**config.mk**
```make
export PLATFORM = sky130hd
export DESIGN_NAME = softmax_result_decoder
export DESIGN_NICKNAME = d
export VERILOG_FILES = /design/src/rtl/softmax_pkg.sv /design/src/rtl/sync_fifo.sv /design/src/rtl/softmax_result_decoder.sv
export SDC_FILE = /design/constraint.sdc
export NUM_CORES = 1
export LEC_CHECK = 0
export BUFFER_PORTS_ARGS = -buffer_cell sky130_fd_sc_hd__buf_2
export CAP_MARGIN = 10
export CORE_ASPECT_RATIO = 1.5
export CORE_UTILIZATION = 35
export DETAILED_ROUTE_END_ITERATION = 8
export SYNTH_ARGS = -nofsm -noshare
export SYNTH_HDL_FRONTEND = slang
export SYNTH_SLANG_ARGS = --single-unit
```
**constraint.sdc**
```tcl
create_clock -name clk -period 3.24 [get_ports clk]
set_clock_uncertainty 0.15 [all_clocks]
set_input_delay 0.324 -clock clk [delete_from_list [all_inputs] [get_ports clk]]
set_output_delay 0.324 -clock clk [all_outputs]
set_load 0.005 [all_outputs]
```
**src/rtl/softmax_pkg.sv**
```systemverilog
// Shared definitions for the pseudo-softmax datapath: field widths,
// serializer state encoding and the mantissa/exponent decode helper.
package softmax_pkg;

  localparam int MANT_W = 3;
  localparam int EXP_W  = 3;
  localparam int FIX_W  = 11;

  typedef enum logic [1:0] {
    IDLE = 2'd0,
    HI   = 2'd1,
    LO   = 2'd2
  } ser_state_t;

  // Expand a mantissa/exponent pair to its fixed-point value.
  // mant=0, exp=0 is reserved to mean an exact zero.
  function automatic logic [FIX_W-1:0] decode_fix(
    input logic [MANT_W-1:0] mant,
    input logic [EXP_W-1:0]  ex
  );
    logic [FIX_W-1:0] base;
    base = FIX_W'({1'b1, mant});
    if (mant == '0 && ex == '0) begin
      return '0;
    end
    return base << ex;
  endfunction

endpackage

```
**src/rtl/sync_fifo.sv**
```systemverilog
// Single-clock FIFO with occupancy count. Pushes into a full FIFO and
// pops from an empty one are ignored. Head data is visible combinationally.
module sync_fifo #(
  parameter int WIDTH = 11,
  parameter int DEPTH = 4
) (
  input  logic                   clk,
  input  logic                   rst_n,
  input  logic                   push,
  input  logic [WIDTH-1:0]       wr_data,
  input  logic                   pop,
  output logic [WIDTH-1:0]       rd_data,
  output logic                   full,
  output logic                   empty,
  output logic [$clog2(DEPTH):0] count
);

  localparam int AW = $clog2(DEPTH);
  localparam int CW = AW + 1;

  logic [WIDTH-1:0] mem [DEPTH];
  logic [AW-1:0]    wr_ptr_reg;
  logic [AW-1:0]    rd_ptr_reg;
  logic [CW-1:0]    count_reg;
  logic             do_push;
  logic             do_pop;

  assign full    = (count_reg == CW'(DEPTH));
  assign empty   = (count_reg == '0);
  assign count   = count_reg;
  assign rd_data = mem[rd_ptr_reg];
  assign do_push = push && !full;
  assign do_pop  = pop && !empty;

  // Storage write; contents need no reset because occupancy gates every read.
  always_ff @(posedge clk) begin
    if (do_push) begin
      mem[wr_ptr_reg] <= wr_data;
    end
  end

  // Pointer and occupancy bookkeeping; pointers wrap since DEPTH is a power of two.
  always_ff @(posedge clk) begin
    if (!rst_n) begin
      wr_ptr_reg <= '0;
      rd_ptr_reg <= '0;
      count_reg  <= '0;
    end else begin
      if (do_push) wr_ptr_reg <= wr_ptr_reg + 1'b1;
      if (do_pop)  rd_ptr_reg <= rd_ptr_reg + 1'b1;
      case ({do_push, do_pop})
        2'b10:   count_reg <= count_reg + 1'b1;
        2'b01:   count_reg <= count_reg - 1'b1;
        default: count_reg <= count_reg;
      endcase
    end
  end

endmodule

```
**src/rtl/softmax_result_decoder.sv**
```systemverilog
// Decodes mantissa/exponent results to 11-bit fixed point, buffers them,
// and serializes each as a high byte followed by a low byte.
module softmax_result_decoder
  import softmax_pkg::*;
#(
  parameter int DEPTH = 4
) (
  input  logic              clk,
  input  logic              rst_n,
  input  logic              in_valid,
  output logic              in_ready,
  input  logic [MANT_W-1:0] mant_in,
  input  logic [EXP_W-1:0]  exp_in,
  output logic              out_valid,
  input  logic              out_ready,
  output logic [7:0]        out_data,
  output logic              out_last
);

  localparam int CW = $clog2(DEPTH) + 1;

  logic [FIX_W-1:0] dec_val;
  logic [FIX_W-1:0] head;
  logic             fifo_full;
  logic             fifo_empty;
  logic [CW-1:0]    fifo_count;
  logic             push;
  logic             pop;

  ser_state_t       state_reg;
  logic [FIX_W-1:0] hold_reg;
  logic             out_valid_reg;
  logic [7:0]       out_data_reg;
  logic             out_last_reg;

  assign dec_val   = decode_fix(mant_in, exp_in);
  assign in_ready  = (fifo_count < CW'(DEPTH)) && !fifo_full;
  assign push      = in_valid && in_ready;
  assign out_valid = out_valid_reg;
  assign out_data  = out_data_reg;
  assign out_last  = out_last_reg;

  sync_fifo #(
    .WIDTH (FIX_W),
    .DEPTH (DEPTH)
  ) u_fifo (
    .clk     (clk),
    .rst_n   (rst_n),
    .push    (push),
    .wr_data (dec_val),
    .pop     (pop),
    .rd_data (head),
    .full    (fifo_full),
    .empty   (fifo_empty),
    .count   (fifo_count)
  );

  // Pop the head whenever the serializer is ready to start a new result.
  always_comb begin
    pop = 1'b0;
    case (state_reg)
      IDLE:    pop = !fifo_empty;
      LO:      pop = out_ready && !fifo_empty;
      default: pop = 1'b0;
    endcase
  end

  // Serializer FSM with registered byte outputs; holds them while stalled.
  always_ff @(posedge clk) begin
    if (!rst_n) begin
      state_reg     <= IDLE;
      hold_reg      <= '0;
      out_valid_reg <= 1'b0;
      out_data_reg  <= '0;
      out_last_reg  <= 1'b0;
    end else begin
      case (state_reg)
        IDLE: begin
          if (!fifo_empty) begin
            state_reg     <= HI;
            hold_reg      <= head;
            out_valid_reg <= 1'b1;
            out_data_reg  <= {5'b0, head[10:8]};
            out_last_reg  <= 1'b0;
          end
        end
        HI: begin
          if (out_ready) begin
            state_reg    <= LO;
            out_data_reg <= hold_reg[7:0];
            out_last_reg <= 1'b1;
          end
        end
        LO: begin
          if (out_ready) begin
            if (!fifo_empty) begin
              state_reg     <= HI;
              hold_reg      <= head;
              out_valid_reg <= 1'b1;
              out_data_reg  <= {5'b0, head[10:8]};
              out_last_reg  <= 1'b0;
            end else begin
              state_reg     <= IDLE;
              out_valid_reg <= 1'b0;
              out_data_reg  <= '0;
              out_last_reg  <= 1'b0;
            end
          end
        end
        default: begin
          state_reg     <= IDLE;
          out_valid_reg <= 1'b0;
          out_data_reg  <= '0;
          out_last_reg  <= 1'b0;
        end
      endcase
    end
  end

endmodule

```
==> impl_metrics.py <==
metrics = {
    "logic_synthesis": {
        "synthArstFlopShare_pct": 0,
        "seq_area_frac_synth_pct": 62.67,
        "yosysMostFrequentCell": "edfxtp_1",
        "yosys_warnings": 0,
        "synth_mux_area_share_pct": 11.58,
        "synth_fp_nets": 238,
        "synth_top_area_share_pct": 44.00,
        "syn_area_um2": 3003,
        "ys.flop_type": "edfxtp_1",
        "synth_common_cells": "edfxtp_1, nor2_1, dfxtp_1",
        "yosysTopAreaCell": "edfxtp_1",
        "synth_compound_area_share_pct": 8.250,
        "avgSynthCellArea_um2": 13.53,
        "synth_top_family_by_area": "multiplexers",
        "synthTopCellsByArea": "edfxtp_1, dfxtp_1, mux4_2, nor2_1, mux2i_1",
        "synthDistinctLibCells": 39,
        "synthSimpleGateAreaFrac_pct": 10.17,
        "synth_xor_area_share_pct": 1.458,
        "synth_edf_count": 44,
        "synth_cells": 222,
        "synthAdderAreaFrac_pct": 2.750,
        "synth-seq-cells": 72,
    },
    "place": {
        "dp_hpwl_um": 3640,
        "port_buffers": 20,
        "dpl-instance-area_um2": 3201,
        "gp_congestion": 0.8445,
    },
    "global_route": {
        "met1_usage_pct": 14.64,
        "antenna_found_initial": 0,
        "grtUsageMet3_pct": 3.307,
        "first_global_vias": 1726,
        "grt_use_met2_pct": 22.95,
        "grt_usage_pct": 13.29,
        "grt-ovfl-total": 0,
        "grt_max_degree": 27,
        "grt_pass1_wl_um": 8714,
        "busiest_layer": "met2",
    },
    "clocking": {
        "cts_resized": 0,
        "clockBufferDepth": 2,
        "clock_sinks": 72,
        "htree_levels": 3,
        "cts_inserted_buffers": 9,
        "cts_hold_buffers": 0,
        "clk_latency_ps": 330,
        "clkSlewWorstSetupHoldPaths_ps": 60,
        "cts_tree": "built",
        "post_cts_buffers": 0,
        "clockRootBuffer": "clkbuf_16",
    },
    "power": {
        "vdd_ir_drop_max_v": 0.0003832,
        "power_leakage_nw": 1.274,
        "power.density_nw_per_um2": 890.8,
        "power.total_mw": 3.159,
    },
    "floorplanning": {
        "initial_utilization_pct": 35.91,
        "rows": 41,
        "die_w_um": 77.63,
        "dieArea_um2": 8962,
        "fp.dieH_um": 115.4,
        "core_area_um2": 8362,
        "io_pins": 21,
    },
    "drt": {
        "via_per_inst": 4.910,
        "ant_nets": 0,
        "first_iter_violations": 45,
        "firstDrtPassIters": 4,
        "routed_wl_um": 5289,
        "wl_per_cell_um": 14.90,
        "vias": 1743,
        "drc_errors": 0,
    },
    "cells_and_area": {
        "largest_reg_flops": 44,
        "final.fill_count": 766,
        "final_core_util_pct": 42.41,
        "multi_input_area_um2": 1032,
        "drive_above_1_share_pct": 21.77,
        "final_cell_area_um2": 3546,
        "layout-area-overhead-vs-synth_pct": 18.08,
        "final_nets": 259,
        "diodes": 0,
        "seqCellArea_um2": 1882,
    },
    "setup_path": {
        "r2r_end": "u_fifo.count[2]$_SDFFE_PN0P_",
        "rrSetupSlack_ps": 830,
        "start_kind": "flop",
        "cp.required_ps": 3330,
        "critPathCaptureType": "flop",
        "reg2reg_from": "out_last$_SDFFE_PN0P_",
        "path_class": "reg -> reg",
        "critPathLaunch": "out_last$_SDFFE_PN0P_",
        "crit_end": "u_fifo.count[2]$_SDFFE_PN0P_",
        "r2r_cells": 8,
        "crit_fanout": 12,
        "arrival_ps": 2500,
    },
    "worst_hold_path": {
        "hp-class": "in -> reg",
    },
    "sta": {
        "worst-slew-pin-transition_ps": 735.3,
        "fmax_mhz": 414.2,
        "slew_headroom_pct": 50.68,
        "tns_ps": 0,
        "slew_violations": 0,
        "setup_viol_count_final": 0,
        "min_period_ps": 2414,
        "rsz0062_at_grt": "false",
        "hold_viol_final": 0,
        "timing.final.crit_share_pct": 74.51,
        "hold_ws_ps": 115.5,
    },
    "run": {
        "drv_cap": 0,
    },
    "run_status": {
        "status": "finished, final reports clean",
    },
}
-- stage by stage --
stage | setup WS (ps) | cells
floorplan | 759.1 | 222
global placement | 890.0 | 339
detailed placement | 829.6 | 339
CTS | 813.1 | 355
global route | 620.2 | 355
finish | 825.7 | 355
-- layer usage --
layer  part of all wire (%)  routed length (um)
met5                      0                   0
met1                     41                2194
met2                     54                2840
met4                    2.1                 111
met3                    2.7                 142
-- cell usage in the layout (no fill, tap or decap), types with 2 or more instances in the layout --
master / instances
buf_2: 20
buf_4: 2
a32oi_1: 3
or3b_1: 2
nor2b_1: 3
nand2_1: 5
bufinv_16: 3
dfxtp_1: 28
mux4_2: 11
nor3_1: 3
and2_1: 4
edfxtp_1: 44
a21oi_1: 13
o22ai_1: 2
nor3b_1: 4
o21ai_0: 4
nor2_1: 32
clkinv_4: 2
ha_1: 5
inv_1: 9
xor2_1: 2
clkbuf_16: 9
a22oi_1: 6
xnor2_1: 3
mux2i_1: 10
-- worst min-delay path by stage --
stage               cells past startpoint                        end  slack (ps)                      from
floorplan                               2   hold_reg[0]$_SDFFE_PN0P_         300  hold_reg[0]$_SDFFE_PN0P_
global placement                        2   hold_reg[0]$_SDFFE_PN0P_         320  hold_reg[0]$_SDFFE_PN0P_
detailed placement                      2   hold_reg[1]$_SDFFE_PN0P_         340  hold_reg[1]$_SDFFE_PN0P_
CTS                                     2  state_reg[0]$_SDFFE_PN0P_         110                     rst_n
global route                            2  state_reg[0]$_SDFFE_PN0P_         110                     rst_n
finish                                  2  state_reg[0]$_SDFFE_PN0P_         120                     rst_n
-- worst max-delay path: stages, from the launching register on --
cell and delay, ps:
dfxtp_1 420, nor2b_1 210, nor3_2 190, ha_1 220, inv_1 60, fa_1 370
xor2_1 160, or3_2 400, a21oi_1 150
-- power by group --
group	total [mW]	internal (mW)	switching, mW
logic	0.762	0.368	0.394
clock network	1.12	0.752	0.371
registers	1.27	1.15	0.120
total	3.16	2.27	0.885
-- cell type report --
type                       instances  area share (%)
sequential                        72           53.07
multi-input combinational        128           29.11
clock buffer                       9           6.351
tap                              107           3.776
clock inverter                     7           3.387
timing repair buffer              22           3.246
inverter                          10           1.059
-- cell families after synthesis --
kind of cell	count (synthesis)
fa+ha+maj	6
buf+inv	22
flops	72
simple gates	61
mux	21
compound gates	35
xor+xnor	5
Note: power is estimated with default switching activity, not from simulation.
